## src/rtl/pipe_stage_reg_if.sv

```systemverilog
// Valid/ready/data bundle for one side of a pipeline stage boundary.
// The master drives valid/data, the slave drives ready.
interface pipe_stage_reg_if #(
  parameter int DATA_W = 64
) ();
  logic              valid;
  logic              ready;
  logic [DATA_W-1:0] data;

  modport master (output valid, output data, input ready);
  modport slave  (input valid, input data, output ready);
endinterface

```

## src/rtl/pipe_stage_reg.sv

```systemverilog
// Parametrised pipeline stage register with valid/ready handshake, flush-to-bubble
// and an optional two-entry skid buffer so that up.ready can come straight from a flop.
//
// state    | meaning
// ---------+---------------------------------------------------------------
// ST_EMPTY | no entry held, out_valid=0, out_data=BUBBLE_VAL
// ST_FULL  | one entry in r_main, presented downstream
// ST_SKIDF | r_main presented, second entry parked in r_skid (SKID=1 only)
module pipe_stage_reg #(
  parameter int                DATA_W     = 64,
  parameter int                SKID       = 1,
  parameter logic [DATA_W-1:0] BUBBLE_VAL = '0
) (
  input  logic                  clk,
  input  logic                  reset,
  pipe_stage_reg_if.slave       up,
  pipe_stage_reg_if.master      dn,
  input  logic                  flush,
  output logic [1:0]            occupancy
);

  typedef enum logic [1:0] {
    ST_EMPTY = 2'd0,
    ST_FULL  = 2'd1,
    ST_SKIDF = 2'd2
  } state_t;

  state_t            r_state;
  state_t            w_state_nxt;
  logic [DATA_W-1:0] r_main;
  logic [DATA_W-1:0] r_skid;
  logic [DATA_W-1:0] w_main_nxt;
  logic [DATA_W-1:0] w_skid_nxt;
  logic              r_in_ready;
  logic [1:0]        r_occ;
  logic [1:0]        w_occ_nxt;
  logic              w_in_ready;
  logic              w_out_valid;
  logic              w_in_fire;
  logic              w_out_fire;

  assign w_in_fire  = up.valid & w_in_ready;
  assign w_out_fire = w_out_valid & dn.ready;

  assign up.ready   = w_in_ready;
  assign dn.valid   = w_out_valid;
  assign dn.data    = r_main;
  assign occupancy  = r_occ;

  always_ff @(posedge clk or negedge reset) begin
    if (!reset) begin
      r_state    <= ST_EMPTY;
      r_main     <= BUBBLE_VAL;
      r_skid     <= BUBBLE_VAL;
      r_in_ready <= 1'b1;
      r_occ      <= 2'd0;
    end else begin
      r_state    <= w_state_nxt;
      r_main     <= w_main_nxt;
      r_skid     <= w_skid_nxt;
      r_in_ready <= (w_state_nxt != ST_SKIDF);
      r_occ      <= w_occ_nxt;
    end
  end

  // Flush wins over everything; an entry leaving on the same edge is already delivered.
  always_comb begin
    w_state_nxt = r_state;
    w_main_nxt  = r_main;
    w_skid_nxt  = r_skid;
    if (flush) begin
      w_state_nxt = ST_EMPTY;
      w_main_nxt  = BUBBLE_VAL;
      w_skid_nxt  = BUBBLE_VAL;
    end else begin
      case (r_state)
        ST_EMPTY: begin
          if (w_in_fire) begin
            w_state_nxt = ST_FULL;
            w_main_nxt  = up.data;
          end
        end
        ST_FULL: begin
          if (w_in_fire && w_out_fire) begin
            w_main_nxt = up.data;
          end else if (w_in_fire && (SKID != 0)) begin
            w_state_nxt = ST_SKIDF;
            w_skid_nxt  = up.data;
          end else if (w_out_fire) begin
            w_state_nxt = ST_EMPTY;
            w_main_nxt  = BUBBLE_VAL;
          end
        end
        ST_SKIDF: begin
          if (w_out_fire) begin
            w_state_nxt = ST_FULL;
            w_main_nxt  = r_skid;
            w_skid_nxt  = BUBBLE_VAL;
          end
        end
        default: begin
          w_state_nxt = ST_EMPTY;
          w_main_nxt  = BUBBLE_VAL;
          w_skid_nxt  = BUBBLE_VAL;
        end
      endcase
    end
  end

  always_comb begin
    w_out_valid = (r_state != ST_EMPTY);
    w_in_ready  = (SKID != 0) ? r_in_ready : (~w_out_valid | dn.ready);
    case (w_state_nxt)
      ST_FULL:  w_occ_nxt = 2'd1;
      ST_SKIDF: w_occ_nxt = 2'd2;
      default:  w_occ_nxt = 2'd0;
    endcase
  end

endmodule

```

## src/flat_wrapper.sv

```systemverilog
// flat-port wrapper written by rule: the top's interface ports become plain ports
module pipe_stage_reg_flat 
#(
  parameter int                DATA_W     = 64,
  parameter int                SKID       = 1,
  parameter logic [DATA_W-1:0] BUBBLE_VAL = '0
)
  (clk, reset, flush, occupancy, up_valid, up_data, up_ready, dn_valid, dn_data, dn_ready);
  pipe_stage_reg_if #(.DATA_W(DATA_W)) up_i ();
  pipe_stage_reg_if #(.DATA_W(DATA_W)) dn_i ();
  input  logic clk;
  input  logic reset;
  input  logic flush;
  output logic [1:0] occupancy;
  input wire logic [$bits(up_i.valid)-1:0] up_valid;
  input wire logic [$bits(up_i.data)-1:0] up_data;
  output wire logic [$bits(up_i.ready)-1:0] up_ready;
  output wire logic [$bits(dn_i.valid)-1:0] dn_valid;
  output wire logic [$bits(dn_i.data)-1:0] dn_data;
  input wire logic [$bits(dn_i.ready)-1:0] dn_ready;
  assign up_i.valid = up_valid;
  assign up_i.data = up_data;
  assign up_ready = up_i.ready;
  assign dn_valid = dn_i.valid;
  assign dn_data = dn_i.data;
  assign dn_i.ready = dn_ready;
  pipe_stage_reg #(.DATA_W(DATA_W), .SKID(SKID), .BUBBLE_VAL(BUBBLE_VAL)) u_core (.clk(clk), .reset(reset), .up(up_i), .dn(dn_i), .flush(flush), .occupancy(occupancy));
endmodule
```

## config.mk

```make
export PLATFORM = sky130hd
export DESIGN_NAME = pipe_stage_reg_flat
export DESIGN_NICKNAME = d
export VERILOG_FILES = /design/src/rtl/pipe_stage_reg_if.sv /design/src/rtl/pipe_stage_reg.sv /design/src/flat_wrapper.sv
export SDC_FILE = /design/constraint.sdc
export NUM_CORES = 1
export LEC_CHECK = 0
export ABC_CLOCK_PERIOD_IN_PS = 3500
export CAP_MARGIN = 20
export CORE_ASPECT_RATIO = 1.5
export CORE_MARGIN = 2
export CORE_UTILIZATION = 50
export CTS_BUF_LIST = sky130_fd_sc_hd__clkbuf_2 sky130_fd_sc_hd__clkbuf_4 sky130_fd_sc_hd__clkbuf_8
export DETAILED_ROUTE_END_ITERATION = 10
export PLACE_DENSITY = 0.86
export SLEW_MARGIN = 10
export SYNTH_ARGS = -nofsm -noshare
export SYNTH_HDL_FRONTEND = slang
export SYNTH_SLANG_ARGS = --single-unit
```

## constraint.sdc

```tcl
create_clock -name clk -period 3.5 [get_ports clk]
set_input_delay 0.875 -clock clk [delete_from_list [all_inputs] [get_ports clk]]
set_output_delay 0.875 -clock clk [all_outputs]
set_load 0.005 [all_outputs]
```

==> results of run 1 <==
## critical path, stage by stage (launching register included)
cell and delay (ps):
sky130_fd_sc_hd__dfrtp_4 670, sky130_fd_sc_hd__or2_2 340, sky130_fd_sc_hd__clkdlybuf4s50_1 520
## where the power goes
| part | internal (W) | switching, W |
|---|---|---|
| combinational | 0.000351 | 0.000330 |
| clock | 0.000706 | 0.000540 |
| sequential | 0.00163 | 0.0000579 |
| total | 0.00269 | 0.000929 |
## worst paths after layout
path	start	endpoint	slack, ps	cells after the start
min in group asynchronous	reset	u_core.dn.data[56]	540	1
min	u_core.dn.data[58]	u_core.dn.data[58]	490	2
max	u_core.r_state[1]	dn_valid	680	2
max reg2reg	u_core.r_state[1]	u_core.dn.data[22]	1320	4
min reg2reg	u_core.dn.data[58]	u_core.dn.data[58]	490	2
max in group asynchronous	reset	u_core.dn.data[51]	2090	2
## synthesized netlist by cell type (2+ instances only)
cell type	n	area share, %
sky130_fd_sc_hd__nand3_1	65	4.8
sky130_fd_sc_hd__a22o_1	30	3.9
sky130_fd_sc_hd__nand3b_1	3	0.33
sky130_fd_sc_hd__nand2b_1	64	5.9
sky130_fd_sc_hd__mux2_2	34	5.7
sky130_fd_sc_hd__dfrtp_1	132	49
sky130_fd_sc_hd__mux2i_1	30	4.4
sky130_fd_sc_hd__o21ai_1	24	1.8
sky130_fd_sc_hd__o21ai_2	13	1.7
sky130_fd_sc_hd__buf_4	8	0.89
sky130_fd_sc_hd__nor2_1	3	0.17
sky130_fd_sc_hd__buf_6	8	1.3
sky130_fd_sc_hd__a22oi_1	34	3.8
sky130_fd_sc_hd__buf_1	2	0.11
sky130_fd_sc_hd__clkbuf_1	15	0.83
sky130_fd_sc_hd__a21o_1	2	0.22
sky130_fd_sc_hd__buf_2	29	2.2
sky130_fd_sc_hd__o21ai_0	61	4.5
sky130_fd_sc_hd__o2bb2ai_1	30	3.9
sky130_fd_sc_hd__nand2_1	35	1.9
sky130_fd_sc_hd__a21oi_1	4	0.30
sky130_fd_sc_hd__nor3_1	2	0.15
## kinds of logic after synthesis
| logic type | Yosys count | share of synthesized area [%] |
|---|---|---|
| compound gates | 200 | 20.3 |
| simple gates | 180 | 14.6 |
| flops | 133 | 49.3 |
| buf+inv | 65 | 5.67 |
| mux | 64 | 10.1 |
## metrics by stage
stage	instances	setup WS, ps	utilization, %	power (W)
final	921	675	64.0	0.00362
after global routing	921	605	64.0	0.00378
after CTS	920	661	63.9	0.00365
after detailed placement	892	451	61.1	0.00240
after global placement	892	623	61.1	0.00238
after floorplan	642	1520	-	0.00203
## sequential cells by signal (all words and copies together), names as in the netlist
register and cells:
u_core.up.ready 1, u_core.r_skid 64, u_core.occupancy 2, u_core.dn.data 64, u_core.r_state 2
## metal layers
metal	vias to the layer above	wire length (um)	GRT usage, %
li1	2547	-	-
met1	2759	6670	28.0
met4	0	531	11.9
met2	194	9070	41.5
met5	-	0	0
met3	37	741	5.07
## final cells by class
| cell class | count | area share, % |
|---|---|---|
| Sequential cell | 133 | 39.1 |
| Inverter | 1 | 0.0440 |
| Clock buffer | 23 | 3.56 |
| Antenna cell | 1 | 0.0293 |
| Timing Repair Buffer | 152 | 17.9 |
| Tap cell | 162 | 2.38 |
| Clock inverter | 5 | 0.880 |
| Multi-Input combinational cell | 444 | 36.1 |
==> metrics.md, run 1 <==
| Metric | Value |
|---|---|
| Half-perimeter wire length of the detailed placement result | 11,300 um |
| Worst Path Arrival | ~2000 ps |
| Area taken by multi-input logic gates | 3080 um2 |
| Setup repair bufs after CTS | 0 |
| Start-to-end type of the worst setup path | reg -> out |
| Number of global-route vias before repair | approximately 5,600 |
| DRC | 0 |
| Power density over the cells | 424 nW/um2 |
| Non-Filler Cell Area, Final | roughly 8500 um2 |
| H-tree levels | 4 |
| Die Span X | 98.9 um |
| Cell chosen for the clock root | sky130_fd_sc_hd__clkbuf_8 |
| Maximum fanout along the worst path | 31 |
| Max-capacitance violation count | 0 |
| Hold buffers post-CTS | 0 |
| Most common cell after layout, fill and taps aside | sky130_fd_sc_hd__clkdlybuf4s50_1 |
| Number of antenna violations at the first check in global routing | 1 |
| Critical path data required time | between 2000 and 3000 ps |
| Final slew viol count | 0 |
| Final worst path period share | 80.7% |
| Slew of the pin with the lowest slew margin | around 1000 ps |
| Library cells used by synthesis | 36 |
| Post-detailed-placement cell area | 8150 um2 |
| Final #Nets | a little over 800 |
| Clock latency reported for the late side of the worst-skew pair | about 430 ps |
| EDFF count, synth | 0 |
| Final setup violating endpoints | 0 |
| Final weighted congestion in routability-driven placement | ~0.78 |
| Largest net degree at the start of global routing | approximately 110 |
| Post-cts gate resize count | 0 |
| Number of rows created at floorplan | 52 |
| Most frequent cells in the layout | 134 x sky130_fd_sc_hd__clkdlybuf4s50_1, 131 x sky130_fd_sc_hd__dfrtp_1, 65 x sky130_fd_sc_hd__nand3_1, 64 x sky130_fd_sc_hd__nand2b_1, 61 x sky130_fd_sc_hd__o21ai_0 |
| Class of the tightest hold or removal check | reg -> reg |
| Sequential share of the synthesized area | approximately half |
| Clock transition at path regs | 70 ps |
| Async S/R FF share, synth | 100% |
| Vertical extent of the die | approximately 150 um |
| Final worst hold slack | ~490 ps |
| First drt pass iteration count | 7 |
| Most used flip-flop cell after synthesis | sky130_fd_sc_hd__dfrtp_1 |
| Number of clock buffers inserted by TritonCTS | 17 |
| Area of the placeable core | around 13,000 um2 |
| Number of instances in the synthesized netlist | 642 |
| Final worst path period need | approximately 2800 ps |
| Clock Tree Buf Depth | 2 |
| Run status | complete, no violations |
| I/O pin count | between 100 and 150 |
| Setup clock skew after layout | ~7.8 ps |
| Reg area | around 3300 um2 |
| Worst IR drop on VDD | approximately 0.29 mV |
| Count of endpoints failing hold in the final timing report | 0 |
| Drt initial violations | around 380 |
| Post-DRT Antenna Nets | 0 |
| Number of filler cells placed in the layout | ~1,000 |
| Per-instance average area after synthesis | around 11 um2 |
| CTS tree | yes |
| Number of nets produced by synthesis | approximately 710 |
| Static Leak | ~3.4 nW |
| Setup TNS | 0 ps |
| Worst setup EP type | output pin |
| Buffers added on ports | ~140 |
| Total of warnings raised by yosys | 0 |
| Cell area after technology mapping | 6750 um2 |
| Total number of vias | around 5,500 |
| Max-Slew Margin vs Limit | 31.9% |
| Global-route wire length before repair | between 20,000 and 30,000 um |
| RSZ-0062 raised after global routing | false |
| TritonCTS sink count | between 100 and 150 |
| Area enclosed by the die boundary | ~14,000 um2 |
| Overall routed net length | 17,000 um |
| Yosys reg bits | 133 |
| Fmax | between 300 and 400 MHz |
| Ratio of cells with drive above 1 in the final layout | roughly 14% |
| Average via count per standard cell | approximately 6.0 |
| Launching element type of the critical path | register |
| Layout Area Growth over Synthesis | 26.4% |
| Wire length per cell | 18.5 um |
| Initial cell density of the core | roughly half |
| Remaining global-route overflow | 0 |
| GRT Resource Usage Total | between 20% and 30% |
Power figures use the tool's default switching activity.
==> inputs of run 2 (changes only) <==
- ABC_CLOCK_PERIOD_IN_PS: 3500 -> 2450
- CORE_UTILIZATION: 50 -> 48
- clock period: 3.5 -> 2.45 ns (I/O delays scaled with it)
==> run 2 against run 1 <==
Register-to-register slack got worse by 740 ps. Setup slack got worse by 530 ps. Sequential cell count did not move. Non-clock buffer count rose by 8. Sequential power rose by 42%. Design area rose by 2.4%. Clock skew rose by 2.6 ps. Power rose by 51%. Sequential share of layout area fell by 0.91 points. Largest cell class unchanged.
==> metrics.md, run 2 (synthesis gave the netlist of run 1 again) <==
| Metric | Value |
|---|---|
| Final worst path period share | a little over nine tenths |
| Buffers added on ports | 136 (unchanged) |
| Final #Nets | 826 (was 818) |
| Vertical extent of the die | 149 um (was 146 um) |
| Post-detailed-placement cell area | 8290 um2 (was 8150 um2) |
| I/O pin count | 137 (unchanged) |
| Die Span X | 101 um (was 98.9 um) |
| Setup TNS | 0 ps (unchanged) |
| Overall routed net length | 17,400 um (was 17,000 um) |
| CTS tree | yes (unchanged) |
| Final worst hold slack | 124 ps (was 486 ps) |
| Worst setup EP type | output pin (unchanged) |
| RSZ-0062 raised after global routing | false (unchanged) |
| Number of global-route vias before repair | 5,572 (was 5,640) |
| Hold buffers post-CTS | 0 (unchanged) |
| Drt initial violations | 293 (was 376) |
| Class of the tightest hold or removal check | in -> async (was reg -> reg) |
| Max-Slew Margin vs Limit | 66.3% (was 31.9%) |
| Run status | complete, no violations (unchanged) |
| Register-to-register setup slack | 580 ps (was 1320 ps) |
| Cell chosen for the clock root | sky130_fd_sc_hd__clkbuf_8 (unchanged) |
| Clock transition at path regs | 70 ps (about the same) |
| Final setup violating endpoints | 0 (unchanged) |
| Largest net degree at the start of global routing | 74 (was 112) |
| Delay of the slowest cell on the worst path | 500 ps (was 670 ps) |
| Clock Tree Buf Depth | 2 (unchanged) |
| Total number of vias | 5,437 (was 5,537) |
| H-tree levels | 4 (unchanged) |
| Setup clock skew after layout | 10.4 ps (was 7.84 ps) |
| Average via count per standard cell | 5.81 (was 6.01) |
| Area enclosed by the die boundary | 15,000 um2 (was 14,500 um2) |
| Number of rows created at floorplan | 53 (was 52) |
| Fmax | between 400 and 500 MHz |
| Worst IR drop on VDD | 0.357 mV (was 0.285 mV) |
| Number of filler cells placed in the layout | 1,085 (was 1,047) |
| Clock latency reported for the late side of the worst-skew pair | 430 ps (about the same) |
| Remaining global-route overflow | 0 (unchanged) |
| Final slew viol count | 0 (unchanged) |
| Non-Filler Cell Area, Final | 8740 um2 (was 8530 um2) |
| Series of cell instances along the critical path | or2_2 -> clkdlybuf4s50_1 (unchanged) |
| Critical path data required time | 1840 ps (was 2620 ps) |
| Ratio of cells with drive above 1 in the final layout | 15.3% (was 14.0%) |
| Number of antenna violations at the first check in global routing | 1 (unchanged) |
| Slew of the pin with the lowest slew margin | 506 ps (was 1020 ps) |
| GRT Resource Usage Total | 23.4% (was 24.0%) |
| Most frequent cells in the layout | 134 x sky130_fd_sc_hd__clkdlybuf4s50_1, 130 x sky130_fd_sc_hd__dfrtp_1, 65 x sky130_fd_sc_hd__nand3_1, 64 x sky130_fd_sc_hd__nand2b_1, 61 x sky130_fd_sc_hd__o21ai_0 (was 134 x sky130_fd_sc_hd__clkdlybuf4s50_1, 131 x sky130_fd_sc_hd__dfrtp_1, 65 x sky130_fd_sc_hd__nand3_1, 64 x sky130_fd_sc_hd__nand2b_1, 61 x sky130_fd_sc_hd__o21ai_0) |
| Half-perimeter wire length of the detailed placement result | 11,800 um (was 11,300 um) |
| Post-cts gate resize count | 0 (unchanged) |
| Startpoint of the worst register-to-register path | u_core.r_state[1] (unchanged) |
| Slowest CP cell | sky130_fd_sc_hd__clkdlybuf4s50_1 (was sky130_fd_sc_hd__dfrtp_4) |
| Layout Area Growth over Synthesis | 29.4% (was 26.4%) |
| First drt pass iteration count | 4 (was 7) |
| Count of endpoints failing hold in the final timing report | 0 (unchanged) |
| Final weighted congestion in routability-driven placement | 0.817 (was 0.775) |
| Final worst path period need | approximately 2300 ps |
| Static Leak | 3.47 nW (was 3.39 nW) |
| Launching instance or port of the critical path | u_core.r_state[1] (unchanged) |
| Setup repair bufs after CTS | 0 (unchanged) |
| Start-to-end type of the worst setup path | reg -> out (unchanged) |
| Power density over the cells | 626 nW/um2 (was 424 nW/um2) |
| TritonCTS sink count | 133 (unchanged) |
| Launching element type of the critical path | register (unchanged) |
| Global-route wire length before repair | 27,800 um (was 27,900 um) |
| Most common cell after layout, fill and taps aside | sky130_fd_sc_hd__clkdlybuf4s50_1 (unchanged) |
| Maximum fanout along the worst path | 2 (was 31) |
| DRC | 0 (unchanged) |
| Initial cell density of the core | 48.7% (was 50.6%) |
| Worst Path Arrival | 1690 ps (was 1950 ps) |
| Post-DRT Antenna Nets | 0 (unchanged) |
| Wire length per cell | 18.6 um (was 18.5 um) |
| Area of the placeable core | 13,900 um2 (was 13,300 um2) |
| Number of clock buffers inserted by TritonCTS | 17 (unchanged) |
| Max-capacitance violation count | 0 (unchanged) |
[run 2: routing by layer]
layer	share of wire, %	track usage [%]
met3	3.3	3.70
met1	40	27.6
met4	3.5	11.0
met5	0	0
met2	53	41.0
[run 2: worst max-delay path: cells and delay by family, from the launching register on]
family        cells  cell delay [ps]
flops             1              490
buf+inv           1              500
simple gates      1              270
[run 2: final timing paths]
path                                 endpoint  depth (start not counted)
max in group asynchronous     u_core.up.ready                          2
max                                  dn_valid                          2
min reg2reg                u_core.dn.data[55]                          2
min                         u_core.r_skid[26]                          1
min in group clk           u_core.dn.data[55]                          2
max reg2reg                u_core.dn.data[52]                          5
[run 2: area by class of cell]
type / instances / area [um2] / share of cell area [%]
timing repair buffer: 160 / 1660 / 19.0
sequential: 133 / 3330 / 38.2
tap: 165 / 206 / 2.36
antenna: 1 / 2.50 / 0.0286
clock inverter: 9 / 150 / 1.72
inverter: 1 / 3.75 / 0.0430
clock buffer: 22 / 290 / 3.32
multi-input combinational: 444 / 3090 / 35.3
[run 2: power by group]
part	switching (W)	internal [W]	total, W
combinational	0.000484	0.000529	0.00101
sequential	0.0000763	0.00233	0.00240
clock	0.000846	0.00120	0.00205
[run 2: through the flow]
step           util (%)  instances  power [W]  setup WS [ps]
2_1_floorplan         -        642    0.00290            729
3_3_place_gp       59.8        903    0.00343            164
3_5_place_dp       59.8        903    0.00346           84.8
4_1_cts            63.0        934    0.00551            112
5_1_grt            63.0        935    0.00569            109
6_report           63.0        935    0.00547            150
==> inputs of run 3 (changes only) <==
- PLACE_DENSITY: 0.86 -> 0.78
==> run 3 against run 2 <==
Global-route usage rose by 0.48 points. Clock-buffer cell count fell by 4. Register-to-register slack got worse by 90 ps. Clock skew rose by 5.3 ps.
==> metrics.md, run 3 (synthesis gave the netlist of run 1 again) <==
| Metric | Value |
|---|---|
| H-tree levels | 4 (unchanged) |
| Remaining global-route overflow | 0 (unchanged) |
| Fmax | 433 MHz (was 435 MHz) |
| CTS tree | yes (unchanged) |
| Most frequent cells in the layout | 134 x sky130_fd_sc_hd__clkdlybuf4s50_1, 131 x sky130_fd_sc_hd__dfrtp_1, 65 x sky130_fd_sc_hd__nand3_1, 64 x sky130_fd_sc_hd__nand2b_1, 61 x sky130_fd_sc_hd__o21ai_0 (was 134 x sky130_fd_sc_hd__clkdlybuf4s50_1, 130 x sky130_fd_sc_hd__dfrtp_1, 65 x sky130_fd_sc_hd__nand3_1, 64 x sky130_fd_sc_hd__nand2b_1, 61 x sky130_fd_sc_hd__o21ai_0) |
| Critical path data required time | 1840 ps (about the same) |
| Die Span X | 101 um (unchanged) |
| Static Leak | 3.42 nW (was 3.47 nW) |
| Slew of the pin with the lowest slew margin | 584 ps (was 506 ps) |
| Switching power share of the total | 28.2% (was 25.7%) |
| Global-route wire length before repair | 28,300 um (was 27,800 um) |
| Hold buffers post-CTS | 0 (unchanged) |
| Total number of vias | 5,481 (was 5,437) |
| Logic gate share of total power | 19.1% (was 18.5%) |
| Clock latency reported for the late side of the worst-skew pair | 450 ps (was 430 ps) |
| Buffers added on ports | 136 (unchanged) |
| Most common cell after layout, fill and taps aside | sky130_fd_sc_hd__clkdlybuf4s50_1 (unchanged) |
| Area enclosed by the die boundary | 15,000 um2 (unchanged) |
| Area of the placeable core | 13,900 um2 (unchanged) |
| DRC | 0 (unchanged) |
| RSZ-0062 raised after global routing | false (unchanged) |
| Setup slack at placement | 88.0 ps (was 84.8 ps) |
| Layout Area Growth over Synthesis | 28.2% (was 29.4%) |
| Final weighted congestion in routability-driven placement | 0.771 (was 0.817) |
| Largest net degree at the start of global routing | 57 (was 74) |
| Start-to-end type of the worst setup path | reg -> out (unchanged) |
| Kind of cell adding the most delay to the critical path | buffers and inverters (unchanged) |
| Final slew viol count | 0 (unchanged) |
| Clock transition at path regs | 90 ps (was 70 ps) |
| Final worst path period share | 94.2% (was 93.9%) |
| TritonCTS sink count | 133 (unchanged) |
| Overall routed net length | 17,300 um (was 17,400 um) |
| Clock Tree Buf Depth | 2 (unchanged) |
| Wire length per cell | 18.6 um (about the same) |
| Worst IR drop on VDD | 0.433 mV (was 0.357 mV) |
| Clock share of power | 35.0% (was 37.5%) |
| Slowest CP cell | sky130_fd_sc_hd__clkdlybuf4s50_1 (unchanged) |
| Ratio of cells with drive above 1 in the final layout | 15.1% (was 15.3%) |
| Setup clock skew after layout | 15.7 ps (was 10.4 ps) |
| Max-capacitance violation count | 0 (unchanged) |
| Final setup violating endpoints | 0 (unchanged) |
| Buffers plus inverters on the worst setup path | 1 (unchanged) |
| Vertical extent of the die | 149 um (unchanged) |
| Setup TNS | 0 ps (unchanged) |
| Delay of the slowest cell on the worst path | 500 ps (about the same) |
| Series of cell instances along the critical path | or2_2 -> clkdlybuf4s50_1 (unchanged) |
| Launching element type of the critical path | register (unchanged) |
| First drt pass iteration count | 4 (unchanged) |
| Class of the tightest hold or removal check | in -> async (unchanged) |
| Number of antenna violations at the first check in global routing | 0 (was 1) |
| Post-DRT Antenna Nets | 0 (unchanged) |
| Post-cts gate resize count | 0 (unchanged) |
| I/O pin count | 137 (unchanged) |
| Antenna diode count | 0 (was 1) |
| Max-Slew Margin vs Limit | 61.0% (was 66.3%) |
| Power density over the cells | 606 nW/um2 (was 626 nW/um2) |
| Internal cell power | 0.00377 W (was 0.00406 W) |
| Drt initial violations | 303 (was 293) |
| Number of rows created at floorplan | 53 (unchanged) |
| Final #Nets | 824 (was 826) |
| Average via count per standard cell | 5.87 (was 5.81) |
| Setup repair bufs after CTS | 0 (unchanged) |
| Count of endpoints failing hold in the final timing report | 0 (unchanged) |
| Maximum fanout along the worst path | 3 (was 2) |
| Slack of the critical path | 143 ps (was 150 ps) |
| Number of clock buffers inserted by TritonCTS | 17 (unchanged) |
| Number of global-route vias before repair | 5,722 (was 5,572) |
| GRT Resource Usage Total | 23.9% (was 23.4%) |
| Worst Path Arrival | 1690 ps (about the same) |
| Sw power | 0.00148 W (was 0.00141 W) |
| Initial cell density of the core | 48.7% (unchanged) |
| Final worst path period need | 2310 ps (was 2300 ps) |
| Half-perimeter wire length of the detailed placement result | 11,500 um (was 11,800 um) |
| Register share of total power | 45.8% (was 44.0%) |
| Cell chosen for the clock root | sky130_fd_sc_hd__clkbuf_8 (unchanged) |
| Worst setup EP type | output pin (unchanged) |
| Run status | complete, no violations (unchanged) |
## run 3: through the flow
stage	hold slack, ps	util, %	instance area, um2	std cells	total power, W
floorplan	317	-	6750	642	0.00290
global placement	463	59.6	8260	901	0.00343
detailed placement	468	59.6	8260	901	0.00346
CTS	129	62.5	8660	933	0.00529
global route	150	62.5	8660	933	0.00547
finish	127	62.5	8660	933	0.00525
## run 3: cell type report
class / instances / area (um2)
multi-input combinational: 444 / 3080
clock inverter: 14 / 154
timing repair buffer: 158 / 1640
inverter: 1 / 3.75
clock buffer: 18 / 241
tap: 165 / 206
fill: 1092 / 5200
sequential: 133 / 3330
## run 3: final timing paths
kind                       slack [ps]  cells past startpoint                from            endpoint
max reg2reg                       490                      6   u_core.r_state[1]  u_core.dn.data[13]
min                               130                      1               reset    u_core.r_skid[5]
min reg2reg                       480                      2  u_core.dn.data[55]  u_core.dn.data[55]
max in group asynchronous        1630                      2               reset     u_core.up.ready
min in group clk                  480                      2  u_core.dn.data[55]  u_core.dn.data[55]
max                               140                      2   u_core.r_state[1]            dn_valid
## run 3: worst register-to-register path: stages (launching register included)
cell                      delay (ps)
sky130_fd_sc_hd__dfrtp_4         420
sky130_fd_sc_hd__buf_4           450
sky130_fd_sc_hd__nand2_1         170
sky130_fd_sc_hd__a21o_1          270
sky130_fd_sc_hd__a21oi_4         180
sky130_fd_sc_hd__buf_4           240
sky130_fd_sc_hd__a22o_1          160
## run 3: metal layers
metal | GRT usage (%) | wire length [um] | vias up
li1 | - | - | 2554
met1 | 28.4 | 6980 | 2750
met2 | 41.9 | 9180 | 142
met3 | 3.84 | 695 | 35
met4 | 10.5 | 459 | 0
met5 | 0 | 0 | -
## run 3: power groups by stage
stage | Combinational (W) | Sequential, W | Clock (W)
final | 0.00101 | 0.00241 | 0.00184
after global routing | 0.00109 | 0.00242 | 0.00195
after CTS | 0.00102 | 0.00241 | 0.00187
after detailed placement | 0.00101 | 0.00245 | 0
after global placement | 0.000983 | 0.00244 | 0
after floorplan | 0.000458 | 0.00244 | 0
